## config.mk

```make
export PLATFORM = sky130hd
export DESIGN_NAME = chip8_core_flat
export DESIGN_NICKNAME = d
export VERILOG_FILES = /design/src/rtl/chip8_pkg.sv /design/src/rtl/chip8_if.sv /design/src/rtl/chip8_timer.sv /design/src/rtl/chip8_core.sv /design/src/flat_wrapper.sv
export SDC_FILE = /design/constraint.sdc
export NUM_CORES = 1
export LEC_CHECK = 0
export ABC_AREA = 1
export CAP_MARGIN = 0
export CORE_AREA = 2 2 209 211
export DETAILED_ROUTE_END_ITERATION = 16
export DIE_AREA = 0 0 211 213
export MAX_ROUTING_LAYER = met4
export PLACE_DENSITY_LB_ADDON = 0.08
export SLEW_MARGIN = 20
export SYNTH_ARGS = -nofsm -noshare
export SYNTH_HDL_FRONTEND = slang
export SYNTH_SLANG_ARGS = --single-unit
```

## constraint.sdc

```tcl
create_clock -name clk -period 4.25 [get_ports clk]
set_input_delay 1.0625 -clock clk [delete_from_list [all_inputs] [get_ports clk]]
set_output_delay 1.0625 -clock clk [all_outputs]
set_load 0.01 [all_outputs]
```

## src/rtl/chip8_pkg.sv

```systemverilog
// Shared definitions for the CHIP-8 core: FSM encoding, opcode class nibbles,
// font layout and the RND LFSR step.
package chip8_pkg;

  typedef enum logic [2:0] {
    S_FETCH_H = 3'd0,
    S_FETCH_L = 3'd1,
    S_EXEC    = 3'd2,
    S_DRAW    = 3'd3,
    S_HALT    = 3'd4
  } state_e;

  localparam logic [3:0] OP_SYS   = 4'h0;
  localparam logic [3:0] OP_JP    = 4'h1;
  localparam logic [3:0] OP_CALL  = 4'h2;
  localparam logic [3:0] OP_SE_I  = 4'h3;
  localparam logic [3:0] OP_SNE_I = 4'h4;
  localparam logic [3:0] OP_SE_R  = 4'h5;
  localparam logic [3:0] OP_LD_I  = 4'h6;
  localparam logic [3:0] OP_ADD_I = 4'h7;
  localparam logic [3:0] OP_ALU   = 4'h8;
  localparam logic [3:0] OP_SNE_R = 4'h9;
  localparam logic [3:0] OP_LDI   = 4'hA;
  localparam logic [3:0] OP_JPV   = 4'hB;
  localparam logic [3:0] OP_RND   = 4'hC;
  localparam logic [3:0] OP_DRW   = 4'hD;
  localparam logic [3:0] OP_KEY   = 4'hE;
  localparam logic [3:0] OP_MISC  = 4'hF;

  localparam int FONT_BASE   = 0;
  localparam int FONT_STRIDE = 5;

  // Fibonacci form of x^16+x^14+x^13+x^11
  function automatic logic [15:0] lfsr_next(input logic [15:0] s);
    return {s[14:0], s[15] ^ s[13] ^ s[12] ^ s[10]};
  endfunction

endpackage

```

## src/rtl/chip8_if.sv

```systemverilog
// Program-memory read port and draw-unit handshake between the core (master)
// and the surrounding system (slave).
interface chip8_if #(parameter int ADDR_WIDTH = 12);
  logic                  mem_re;
  logic [ADDR_WIDTH-1:0] mem_raddr;
  logic [7:0]            mem_q;
  logic                  draw_req;
  logic                  draw_busy;
  logic                  draw_col;
  logic [10:0]           draw_start_pix;
  logic [3:0]            draw_nibbles;
  logic [ADDR_WIDTH-1:0] draw_I;

  modport master (
    output mem_re, mem_raddr, draw_req, draw_start_pix, draw_nibbles, draw_I,
    input  mem_q, draw_busy, draw_col
  );

  modport slave (
    input  mem_re, mem_raddr, draw_req, draw_start_pix, draw_nibbles, draw_I,
    output mem_q, draw_busy, draw_col
  );
endinterface

```

## src/rtl/chip8_timer.sv

```systemverilog
// 8-bit CHIP-8 delay/sound timer: loadable, decrements on the shared tick and
// saturates at zero. A load coincident with a tick takes precedence.
module chip8_timer (
  input  logic       clk,
  input  logic       rst_n,
  input  logic       tick_i,
  input  logic       load_i,
  input  logic [7:0] load_val_i,
  output logic [7:0] cnt_o
);
  logic [7:0] cnt_q, cnt_d;

  always_comb begin
    cnt_d = cnt_q;
    if (load_i)                     cnt_d = load_val_i;
    else if (tick_i && cnt_q != '0) cnt_d = cnt_q - 8'd1;
  end

  always_ff @(posedge clk or negedge rst_n) begin
    if (!rst_n) cnt_q <= '0;
    else        cnt_q <= cnt_d;
  end

  assign cnt_o = cnt_q;
endmodule

```

## src/rtl/chip8_core.sv

```systemverilog
// CHIP-8 fetch/decode/execute engine with call stack, timers, keypad skips,
// LFSR RND and a DXYN handoff to an external draw unit.
//  state     | meaning
//  S_FETCH_H | read opcode high byte at PC
//  S_FETCH_L | latch high byte, read low byte at PC+1
//  S_EXEC    | decode/execute, update PC
//  S_DRAW    | draw unit owns memory; wait busy high then low
//  S_HALT    | sticky fault, only reset leaves
module chip8_core
  import chip8_pkg::*;
#(
  parameter int          ADDR_WIDTH  = 12,
  parameter int          PC_RESET    = 512,
  parameter int          STACK_DEPTH = 16,
  parameter int          CLK_HZ      = 12000000,
  parameter int          TIMER_HZ    = 60,
  parameter logic [15:0] LFSR_SEED   = 16'hACE1
) (
  input  logic        clk,
  input  logic        rst_n,
  chip8_if.master     bus,
  input  logic [15:0] keys,
  output logic        sound,
  output logic        halted
);
  localparam int AW       = ADDR_WIDTH;
  localparam int SPW      = $clog2(STACK_DEPTH + 1);
  localparam int SIW      = (STACK_DEPTH > 1) ? $clog2(STACK_DEPTH) : 1;
  localparam int PRESCALE = CLK_HZ / TIMER_HZ;
  localparam int PW       = (PRESCALE > 1) ? $clog2(PRESCALE) : 1;
  localparam logic [AW-1:0]  PC_RST = AW'(PC_RESET);
  localparam logic [AW-1:0]  ONE    = AW'(1);
  localparam logic [AW-1:0]  TWO    = AW'(2);
  localparam logic [AW-1:0]  FOUR   = AW'(4);
  localparam logic [SPW-1:0] SP_ONE = SPW'(1);
  localparam logic [SPW-1:0] SP_MAX = SPW'(STACK_DEPTH);

  state_e          state_q, state_d;
  logic [AW-1:0]   pc_q, pc_d, i_q, i_d, raddr;
  logic [7:0]      v_q [16];
  logic [AW-1:0]   stack_q [STACK_DEPTH];
  logic [SPW-1:0]  sp_q, sp_d;
  logic [7:0]      hi_q, hi_d;
  logic [15:0]     lfsr_q;
  logic [PW-1:0]   presc_q;
  logic            busy_seen_q, busy_seen_d, req_q, req_d;
  logic [10:0]     pix_q, pix_d;
  logic [3:0]      nib_q, nib_d;
  logic            v_wr, vf_wr, vf_wd, push, dt_ld, st_ld, fault, tick, mem_re;
  logic [3:0]      v_wa;
  logic [7:0]      v_wd, dt_cnt, st_cnt;
  logic [3:0]      x, y, n;
  logic [7:0]      nn, vx, vy;
  logic [AW-1:0]   nnn;
  logic [8:0]      sum9;
  logic [SIW-1:0]  push_idx, pop_idx;

  assign x        = hi_q[3:0];
  assign y        = bus.mem_q[7:4];
  assign n        = bus.mem_q[3:0];
  assign nn       = bus.mem_q;
  assign nnn      = AW'({hi_q[3:0], bus.mem_q});
  assign vx       = v_q[x];
  assign vy       = v_q[y];
  assign sum9     = {1'b0, vx} + {1'b0, vy};
  assign push_idx = SIW'(sp_q);
  assign pop_idx  = SIW'(sp_q - SP_ONE);
  assign tick     = (presc_q == '0);

  always_comb begin
    state_d = state_q;  pc_d = pc_q;  i_d = i_q;  sp_d = sp_q;  hi_d = hi_q;
    busy_seen_d = busy_seen_q;  req_d = 1'b0;  pix_d = pix_q;  nib_d = nib_q;
    v_wr = 1'b0;  v_wa = x;  v_wd = 8'h00;  vf_wr = 1'b0;  vf_wd = 1'b0;
    push = 1'b0;  dt_ld = 1'b0;  st_ld = 1'b0;  fault = 1'b0;
    mem_re = 1'b0;  raddr = pc_q;
    case (state_q)
      S_FETCH_H: begin
        mem_re  = 1'b1;
        state_d = S_FETCH_L;
      end
      S_FETCH_L: begin
        mem_re  = 1'b1;
        raddr   = pc_q + ONE;
        hi_d    = bus.mem_q;
        state_d = S_EXEC;
      end
      S_EXEC: begin
        state_d = S_FETCH_H;
        pc_d    = pc_q + TWO;
        case (hi_q[7:4])
          OP_SYS: begin
            if (hi_q == 8'h00 && nn == 8'hEE && sp_q != '0) begin
              sp_d = sp_q - SP_ONE;
              pc_d = stack_q[pop_idx];
            end else fault = 1'b1;
          end
          OP_JP:    pc_d = nnn;
          OP_CALL: begin
            if (sp_q == SP_MAX) fault = 1'b1;
            else begin
              push = 1'b1;
              sp_d = sp_q + SP_ONE;
              pc_d = nnn;
            end
          end
          OP_SE_I:  if (vx == nn) pc_d = pc_q + FOUR;
          OP_SNE_I: if (vx != nn) pc_d = pc_q + FOUR;
          OP_SE_R: begin
            if (n != 4'h0)    fault = 1'b1;
            else if (vx == vy) pc_d = pc_q + FOUR;
          end
          OP_LD_I:  begin v_wr = 1'b1; v_wd = nn; end
          OP_ADD_I: begin v_wr = 1'b1; v_wd = vx + nn; end
          OP_ALU: begin
            v_wr = 1'b1;
            case (n)
              4'h0: v_wd = vy;
              4'h1: v_wd = vx | vy;
              4'h2: v_wd = vx & vy;
              4'h3: v_wd = vx ^ vy;
              4'h4: begin v_wd = sum9[7:0];       vf_wr = 1'b1; vf_wd = sum9[8];  end
              4'h5: begin v_wd = vx - vy;         vf_wr = 1'b1; vf_wd = (vx >= vy); end
              4'h6: begin v_wd = {1'b0, vx[7:1]}; vf_wr = 1'b1; vf_wd = vx[0];    end
              4'h7: begin v_wd = vy - vx;         vf_wr = 1'b1; vf_wd = (vy >= vx); end
              4'hE: begin v_wd = {vx[6:0], 1'b0}; vf_wr = 1'b1; vf_wd = vx[7];    end
              default: begin v_wr = 1'b0; fault = 1'b1; end
            endcase
          end
          OP_SNE_R: begin
            if (n != 4'h0)    fault = 1'b1;
            else if (vx != vy) pc_d = pc_q + FOUR;
          end
          OP_LDI:   i_d  = nnn;
          OP_JPV:   pc_d = nnn + AW'(v_q[0]);
          OP_RND:   begin v_wr = 1'b1; v_wd = lfsr_q[7:0] & nn; end
          OP_DRW: begin
            state_d     = S_DRAW;
            pc_d        = pc_q;
            req_d       = 1'b1;
            busy_seen_d = 1'b0;
            pix_d       = {vy[4:0], vx[5:0]};
            nib_d       = n;
          end
          OP_KEY: begin
            if (nn == 8'h9E)      begin if (keys[vx[3:0]])  pc_d = pc_q + FOUR; end
            else if (nn == 8'hA1) begin if (!keys[vx[3:0]]) pc_d = pc_q + FOUR; end
            else fault = 1'b1;
          end
          OP_MISC: begin
            case (nn)
              8'h07:   begin v_wr = 1'b1; v_wd = dt_cnt; end
              8'h15:   dt_ld = 1'b1;
              8'h18:   st_ld = 1'b1;
              8'h1E:   i_d = i_q + AW'(vx);
              8'h29:   i_d = AW'(FONT_BASE + FONT_STRIDE * int'(vx[3:0]));
              default: fault = 1'b1;
            endcase
          end
          default: fault = 1'b1;
        endcase
        if (fault) begin
          state_d = S_HALT;
          pc_d    = pc_q;
        end
      end
      S_DRAW: begin
        if (bus.draw_busy) busy_seen_d = 1'b1;
        else if (busy_seen_q) begin
          busy_seen_d = 1'b0;
          vf_wr       = 1'b1;
          vf_wd       = bus.draw_col;
          pc_d        = pc_q + TWO;
          state_d     = S_FETCH_H;
        end
      end
      S_HALT:  state_d = S_HALT;
      default: state_d = S_HALT;
    endcase
  end

  always_ff @(posedge clk or negedge rst_n) begin
    if (!rst_n) begin
      state_q     <= S_FETCH_H;
      pc_q        <= PC_RST;
      i_q         <= '0;
      sp_q        <= '0;
      hi_q        <= '0;
      lfsr_q      <= LFSR_SEED;
      presc_q     <= '0;
      busy_seen_q <= 1'b0;
      req_q       <= 1'b0;
      pix_q       <= '0;
      nib_q       <= '0;
      for (int k = 0; k < 16; k++)          v_q[k]     <= '0;
      for (int k = 0; k < STACK_DEPTH; k++) stack_q[k] <= '0;
    end else begin
      state_q     <= state_d;
      pc_q        <= pc_d;
      i_q         <= i_d;
      sp_q        <= sp_d;
      hi_q        <= hi_d;
      lfsr_q      <= lfsr_next(lfsr_q);
      presc_q     <= tick ? PW'(PRESCALE - 1) : presc_q - PW'(1);
      busy_seen_q <= busy_seen_d;
      req_q       <= req_d;
      pix_q       <= pix_d;
      nib_q       <= nib_d;
      if (v_wr)  v_q[v_wa]  <= v_wd;
      if (vf_wr) v_q[4'hF]  <= {7'd0, vf_wd};
      if (push)  stack_q[push_idx] <= pc_q + TWO;
    end
  end

  chip8_timer u_dt (.clk(clk), .rst_n(rst_n), .tick_i(tick), .load_i(dt_ld),
                    .load_val_i(vx), .cnt_o(dt_cnt));
  chip8_timer u_st (.clk(clk), .rst_n(rst_n), .tick_i(tick), .load_i(st_ld),
                    .load_val_i(vx), .cnt_o(st_cnt));

  assign bus.mem_re         = mem_re;
  assign bus.mem_raddr      = raddr;
  assign bus.draw_req       = req_q;
  assign bus.draw_start_pix = pix_q;
  assign bus.draw_nibbles   = nib_q;
  assign bus.draw_I         = i_q;
  assign sound              = (st_cnt != 8'h00);
  assign halted             = (state_q == S_HALT);
endmodule

```

## src/flat_wrapper.sv

```systemverilog
// flat-port wrapper written by rule: the top's interface ports become plain ports
module chip8_core_flat import chip8_pkg::*;
#(
  parameter int          ADDR_WIDTH  = 12,
  parameter int          PC_RESET    = 512,
  parameter int          STACK_DEPTH = 16,
  parameter int          CLK_HZ      = 12000000,
  parameter int          TIMER_HZ    = 60,
  parameter logic [15:0] LFSR_SEED   = 16'hACE1
)
  (clk, rst_n, keys, sound, halted, bus_mem_re, bus_mem_raddr, bus_draw_req, bus_draw_start_pix, bus_draw_nibbles, bus_draw_I, bus_mem_q, bus_draw_busy, bus_draw_col);
  chip8_if #(.ADDR_WIDTH(ADDR_WIDTH)) bus_i ();
  input  logic clk;
  input  logic rst_n;
  input  logic [15:0] keys;
  output logic sound;
  output logic halted;
  output wire logic [$bits(bus_i.mem_re)-1:0] bus_mem_re;
  output wire logic [$bits(bus_i.mem_raddr)-1:0] bus_mem_raddr;
  output wire logic [$bits(bus_i.draw_req)-1:0] bus_draw_req;
  output wire logic [$bits(bus_i.draw_start_pix)-1:0] bus_draw_start_pix;
  output wire logic [$bits(bus_i.draw_nibbles)-1:0] bus_draw_nibbles;
  output wire logic [$bits(bus_i.draw_I)-1:0] bus_draw_I;
  input wire logic [$bits(bus_i.mem_q)-1:0] bus_mem_q;
  input wire logic [$bits(bus_i.draw_busy)-1:0] bus_draw_busy;
  input wire logic [$bits(bus_i.draw_col)-1:0] bus_draw_col;
  assign bus_mem_re = bus_i.mem_re;
  assign bus_mem_raddr = bus_i.mem_raddr;
  assign bus_draw_req = bus_i.draw_req;
  assign bus_draw_start_pix = bus_i.draw_start_pix;
  assign bus_draw_nibbles = bus_i.draw_nibbles;
  assign bus_draw_I = bus_i.draw_I;
  assign bus_i.mem_q = bus_mem_q;
  assign bus_i.draw_busy = bus_draw_busy;
  assign bus_i.draw_col = bus_draw_col;
  chip8_core #(.ADDR_WIDTH(ADDR_WIDTH), .PC_RESET(PC_RESET), .STACK_DEPTH(STACK_DEPTH), .CLK_HZ(CLK_HZ), .TIMER_HZ(TIMER_HZ), .LFSR_SEED(LFSR_SEED)) u_core (.clk(clk), .rst_n(rst_n), .bus(bus_i), .keys(keys), .sound(sound), .halted(halted));
endmodule
```

After elaboration in Yosys (flattened, before gate mapping)
Index checks and enable logic that the tools add are counted.

Register bits: 427. Input bits: 28. Output and inout bits: 43. Logic and storage cells: 255.

$add $sub $neg: 14. Multiply operators: 1. Order comparisons: 9. Eq/ne operators: 48. Muxes and demuxes: 94. Bitwise operators: 11. Reduce and logical (&&, ||, !) cells: 33.

Operators by type and width (count): 12-bit 2-to-1 mux (19); 192-bit bitwise mux (1); 128-bit bitwise mux (1); 12-bit case mux with 10 select lines (1); 8-bit 2-to-1 mux (13); 12-bit case mux with 2 select lines (3); 8-bit case mux with 9 select lines (1); 8-bit binary-select mux with 4-bit select (2); 12-bit binary-select mux with 4-bit select (1); 12-bit demux with 4-bit select (1); 8-bit case mux with 5 select lines (1); 4-bit == test (second input constant) (9); 1-bit 2-to-1 mux (33); 8-bit demux with 4-bit select (1); 4-bit by 3-bit == test with 1-bit output (second input constant) (8); 12-bit by 8-bit adder with 12-bit output (2); 8-bit by 5-bit == test with 1-bit output (second input constant) (3); 8-bit == test (second input constant) (3); 5-bit >= comparator (second input constant) (4); 4-bit NOT with 5-bit output (4); 18-bit logical NOT (1); 18-bit 2-to-1 mux (1); 18-bit by 1-bit subtractor with 18-bit output (second input constant) (1); 8-bit bitwise AND (2); 55 further kinds (94).

Logic depth before layout (Yosys ltp)
Depth after elaboration: 12. Depth in mapped cells: 30. Depth with buffers taken out: 27.

Hierarchy
Synthesis repeated with hierarchy kept, for this count alone.

Cell total of the unflattened synthesis: 3401. Area, all modules: 25196.7 um^2.

By module, submodules not included: chip8_core (times used 1, cells each 3221, area each 23953.0 um^2, sequential area each 10296.1 um^2); chip8_timer (times used 2, cells each 90, area each 621.8 um^2, sequential area each 200.2 um^2).

Worst setup path after synthesis
Ideal clock, no wire load.

Kind: input -> register. From: in bus_mem_q[5]. To: reg u_core.pc_q[3]. Setup time: 0.117 ns. Arrival: 4.157 ns. Data required time: 4.133 ns. Path slack: -0.024 ns. Stages on the path: 23. Path buffers: 4. Path through: inv_2 -> buf_4 -> buf_6 -> buf_2 -> a21oi_1 -> o21ai_0 -> o221ai_1 -> a22o_1 -> nor2_1 -> ha_1 -> clkbuf_1 -> nor4_1 -> nand2_1 -> o21ai_1 -> o21ai_0 -> nor2_1 -> nand3_2 -> nand2_1 -> inv_1 -> a211oi_2 -> nand2_1 -> nand2_1 -> nand2_1.

Word-level cells in the longest chain between the ends: 10. Elaborated cells between the ends (all ways): 39. Those cells by class: 13 x eq/ne; 21 x mux; 1 x bitwise; 4 x reduce/logical.

Ends and longest elaborated chain: from (decl) (RTL line flat_wrapper.sv:24) `input wire logic [$bits(bus_i.mem_q)-1:0] bus_mem_q;`; 4-bit NOT with 5-bit output (not written as such) (RTL line chip8_core.sv:64) `assign vy = v_q[y];`; 8-bit binary-select mux with 4-bit select (RTL line chip8_core.sv:64); 8-bit 2-to-1 mux (not written as such) (2 in a row) (RTL line chip8_core.sv:64); 8-bit != test / 8-bit == test (equally long branches) (RTL line chip8_core.sv:131, chip8_core.sv:110); 12-bit 2-to-1 mux (on tied branches) (RTL line chip8_core.sv:131, chip8_core.sv:110); 12-bit 2-to-1 mux (on tied branches) (RTL line chip8_core.sv:130, chip8_core.sv:109); 12-bit case mux with 10 select lines (RTL line chip8_core.sv:90) `case (hi_q[7:4])`; 12-bit 2-to-1 mux (RTL line chip8_core.sv:161) `if (fault) begin`; 12-bit case mux with 2 select lines (RTL line chip8_core.sv:76) `case (state_q)`; to (signal assigned) (RTL line chip8_core.sv:198) `pc_q <= pc_d;`; to (decl) (RTL line chip8_core.sv:39) `logic [AW-1:0] pc_q, pc_d, i_q, i_d, raddr;`.

Several ways; a longest one is shown, not always the timed one. The select of a mux whose other input is x is not followed. A chain may end at the register's enable or synchronous reset.

Worst setup path in the final report
From: reg u_core.pc_q[9]. To: out bus_mem_raddr[11].

Word-level cells in the longest chain between the ends: 2.

Ends and longest elaborated chain: 12-bit by 1-bit adder with 12-bit output (RTL line chip8_core.sv:83) `raddr = pc_q + ONE;`; 12-bit 2-to-1 mux (RTL line chip8_core.sv:76); to (decl) (RTL line flat_wrapper.sv:19) `output wire logic [$bits(bus_i.mem_raddr)-1:0] bus_mem_raddr;`.

No other way between the ends.

==> metrics.yaml <==
status:
  status: "finished, final reports clean"
clock_tree:
  clkTransAtPathRegs_ps: 70
  clk_latency_ps: 610
  root_buffer: "clkbuf_16"
  clock_sink_count: 427
  cts_buffers: 46
  htreeDepth: 2
  cts_tree: "done"
  hold_buffers: 0
  cts_buffer_depth: 3
synth:
  postSynthAreaPerCell_um2: 7.45
  synth_seq_area_share: 0.423
  synth_ff_type: "dfrtp_1"
  yosysWarnings: 0
  synth_edf_count: 0
  synth_area_mm2: 0.0253
  netlist_instances: 3393
  synth_seq_cells: 427
  async_reset_ff_frac: 1.00
  yosysUniqueCellTypes: 61
  syn-num-nets: 3500
power:
  seq_power_share: 0.454
  p_clk_frac: 0.469
  p_switching_uw: 2190
  p_leak_uw: 0.0140
  combPwrFrac: 0.077
  p_int_uw: 6780
  switching_share: 0.244
  ir_worst_vdd_uv: 328
  power_density_mw_per_mm2: 300
  power.total_uw: 8970
grt:
  overflow: 0
  grt_max_degree: 96
  antenna_found_initial: 1
  grt_pass1_vias: 24600
  grtUsageTotal: 0.407
  grt_first_pass_wirelength_um: 138000
worst_setup_path:
  critPathMaxFanout: 7
  worstSetupEndpointType: "output pin"
  worstPathRequired_ps: 3190
  crit_path_start_kind: "flop"
  cp.arrival_ps: 3050
  path_class: "reg -> out"
  cp_top_family: "buffers and inverters"
  cp_common_cell: "nand2_1"
  slowest_delay_ps: 600
  ff2ff_setup_slack_ps: 230
  crit_chain: "nand2_1 -> nor4_1 -> nand2_1 -> xor2_2 -> inv_1 -> mux2i_1 -> clkdlybuf4s50_1"
  cp_slowest_cell: "dfstp_2"
  critPathBufInv: 2
cells_and_area:
  area_growth_pct: 18.3
  final_nets: 3712
  multi_input_area_mm2: 0.0127
  drive_gt1_frac: 0.125
  fillerInstances: 3450
  seq_area_mm2: 0.0107
timing:
  skew_ps: 50.9
  setup_violations: 0
  tns_ps: 0
  finalMaxSlewViolations: 0
  slew_headroom: 0.372
  achievable-frequency_mhz: 243
  tightest_slew_ps: 939
  fin_crit_sh: 0.968
  fin_crit_ps: 4110
  hold_viol: 0
routing:
  drt_drc_violations_left: 0
  postRouteAntennaNets: 0
  vias_per_cell: 6.12
  first_pass_iters: 6
  routed_wl_um: 88100
  wire_per_inst_um: 21.0
  vias: 25700
  first_iter_violations: 3429
run:
  maxCapViolations: 0
floorplan:
  core_area_mm2: 0.0427
  die_height_um: 213
  floorplan.die.width_um: 211
  initial_core_util: 0.592
  die-area_mm2: 0.0449
  rows: 76
  io_pins: 71
placed_design:
  place.gp.congestion: 1.04
  io_buffers: 70
  dpl.hpwl_um: 63900
min_path:
  min_path_type: "reg -> reg"
-- area by class of cell --
type                            instances  area share
Sequential cell                       427       0.358
Antenna cell                            1   0.0000837
Timing Repair Buffer                  329      0.0996
Tap cell                              546      0.0228
Clock inverter                         25      0.0110
Multi-Input combinational cell       2466       0.424
Clock buffer                           61      0.0427
Inverter                              335      0.0423
-- stage by stage --
stage / worst slack [ps] / instances / util / area [um2] / hold slack (ps)
4_1_cts: 20.7 / 4184 / 0.697 / 29800 / 354
5_1_grt: -3.12 / 4190 / 0.701 / 29900 / 362
6_report: 137 / 4190 / 0.701 / 29900 / 354
2_1_floorplan: 43.5 / 3393 / - / 25300 / 331
3_3_place_gp: -689 / 4094 / 0.658 / 28100 / 334
3_5_place_dp: -785 / 4094 / 0.658 / 28100 / 341
-- synth_stat cells, types with 4 or more instances --
master	n	area share
a221oi_1	10	0.0035
clkbuf_1	100	0.015
buf_6	8	0.0036
a211oi_1	4	0.0012
a221o_1	5	0.0020
o31ai_1	4	0.0012
o211ai_1	32	0.0095
or2_2	7	0.0017
o22ai_1	38	0.0094
a21oi_1	212	0.042
dfstp_2	9	0.0093
nand2_1	970	0.14
nand4_2	5	0.0025
inv_1	306	0.045
fa_1	7	0.0055
xnor2_1	19	0.0066
clkinv_1	6	0.00089
buf_2	32	0.0063
o311ai_0	4	0.0014
a22o_1	6	0.0021
nand3_2	7	0.0028
nor2_1	190	0.028
o21ai_0	425	0.084
a31oi_1	7	0.0017
inv_2	23	0.0034
nand3_1	171	0.034
nor2_4	4	0.0018
nand2_2	10	0.0025
xor2_1	34	0.012
nor2_2	19	0.0047
dfrtp_1	418	0.41
nand4_1	24	0.0059
buf_1	15	0.0022
o221ai_1	33	0.011
nor3_1	29	0.0057
ha_1	72	0.036
nor4_1	5	0.0012
buf_4	10	0.0030
a22oi_1	34	0.010
o21ai_1	37	0.0073
a32o_1	11	0.0044
-- final timing paths --
path	from	end	cells past startpoint
max	u_core.pc_q[9]	bus_mem_raddr[11]	7
min	u_core.lfsr_q[8]	u_core.lfsr_q[9]	0
max reg2reg	u_core.hi_q[0]	u_core.v_q[62]	19
min reg2reg	u_core.lfsr_q[8]	u_core.lfsr_q[9]	0
max in group asynchronous	rst_n	u_core.v_q[51]	3
min in group asynchronous	rst_n	u_core.stack_q[126]	1
-- flip-flops by register name, summed over array words and instances, names as in the netlist --
register,cells
u_core.busy_seen_q,1
u_core.presc_q,18
u_core.sp_q,5
u_core.hi_q,8
u_core.stack_q,192
u_core.u_st.cnt_o,8
u_core.bus.draw_I,12
u_core.bus.draw_start_pix,11
u_core.v_q,128
u_core.u_dt.cnt_o,8
u_core.bus.draw_nibbles,4
u_core.lfsr_q,16
u_core.bus.draw_req,1
u_core.state_q,3
u_core.pc_q,12
-- cells in the final DEF, fill, tap and decap left out, drive strengths merged, types with 3 or more instances in the layout --
| cell | instances |
|---|---|
| xnor2 | 19 |
| o221ai | 33 |
| o311ai | 4 |
| nor2 | 213 |
| a211oi | 5 |
| or2 | 7 |
| dfstp | 9 |
| clkdlybuf4s50 | 64 |
| nor4 | 6 |
| o31ai | 4 |
| a21oi | 215 |
| o22ai | 38 |
| o211ai | 32 |
| nor3 | 32 |
| fa | 7 |
| inv | 329 |
| a22oi | 34 |
| a32oi | 3 |
| a22o | 6 |
| clkinv | 21 |
| nand3 | 179 |
| o2111ai | 3 |
| clkbuf | 64 |
| buf | 259 |
| a221oi | 10 |
| dlymetal6s2s | 3 |
| nand4 | 29 |
| clkinvlp | 5 |
| a32o | 11 |
| a221o | 5 |
| ha | 72 |
| o21ai | 463 |
| xor2 | 34 |
| dfrtp | 418 |
| nand2 | 983 |
| a31oi | 7 |
| bufinv | 5 |
-- metal layers --
metal / global-route usage / wire length (um) / share of wire / vias up
met1: 0.550 / 35900 / 0.41 / 12200
met2: 0.611 / 39600 / 0.45 / 1423
li1: - / - / - / 11700
met3: 0.0809 / 9060 / 0.10 / 272
met4: 0.150 / 3510 / 0.040 / 0
met5: - / 0 / 0 / -
-- power groups by stage --
| stage | Sequential, uW | Combinational [uW] | Clock [uW] |
|---|---|---|---|
| after floorplan | 4150 | 279 | 0 |
| after global placement | 4150 | 652 | 0 |
| after detailed placement | 4150 | 655 | 0 |
| after CTS | 4070 | 665 | 4250 |
| after global routing | 4070 | 748 | 4420 |
| final | 4070 | 690 | 4210 |
-- what timing repair did --
item,CTS,global route
pin swaps,1,2
resized for setup,9,26
setup buffers,4,4
endpoints found under the setup margin,46,109
gates cloned,0,1
-- worst reg2reg max path, stage by stage (launching register included) --
cell and delay, ps:
dfrtp_2 460, buf_12 210, inv_2 160, nand2_1 120, buf_4 210, o22ai_1 100
o21ai_0 180, nand2_1 120, nor2_2 290, ha_1 410, o21ai_0 430, a21oi_1 100
or2_2 290, nand3_1 80, o2111ai_1 170, nand2_1 120, nand4_2 150, buf_12 200
nand3_1 90, nand2_1 60
-- kinds of logic (layout without fill, tap and decap cells) --
kind of cell | after synthesis | count (layout) | share of synthesized area
flops | 427 | 427 | 0.423
compound gates | 879 | 879 | 0.197
simple gates | 1453 | 1453 | 0.240
other cells | 0 | 1 | 0
fa+ha+maj | 79 | 79 | 0.0412
xor+xnor | 53 | 53 | 0.0184
mux | 2 | 2 | 0.000841
buf+inv | 500 | 750 | 0.0796
Note: power is estimated with default switching activity, not from simulation.
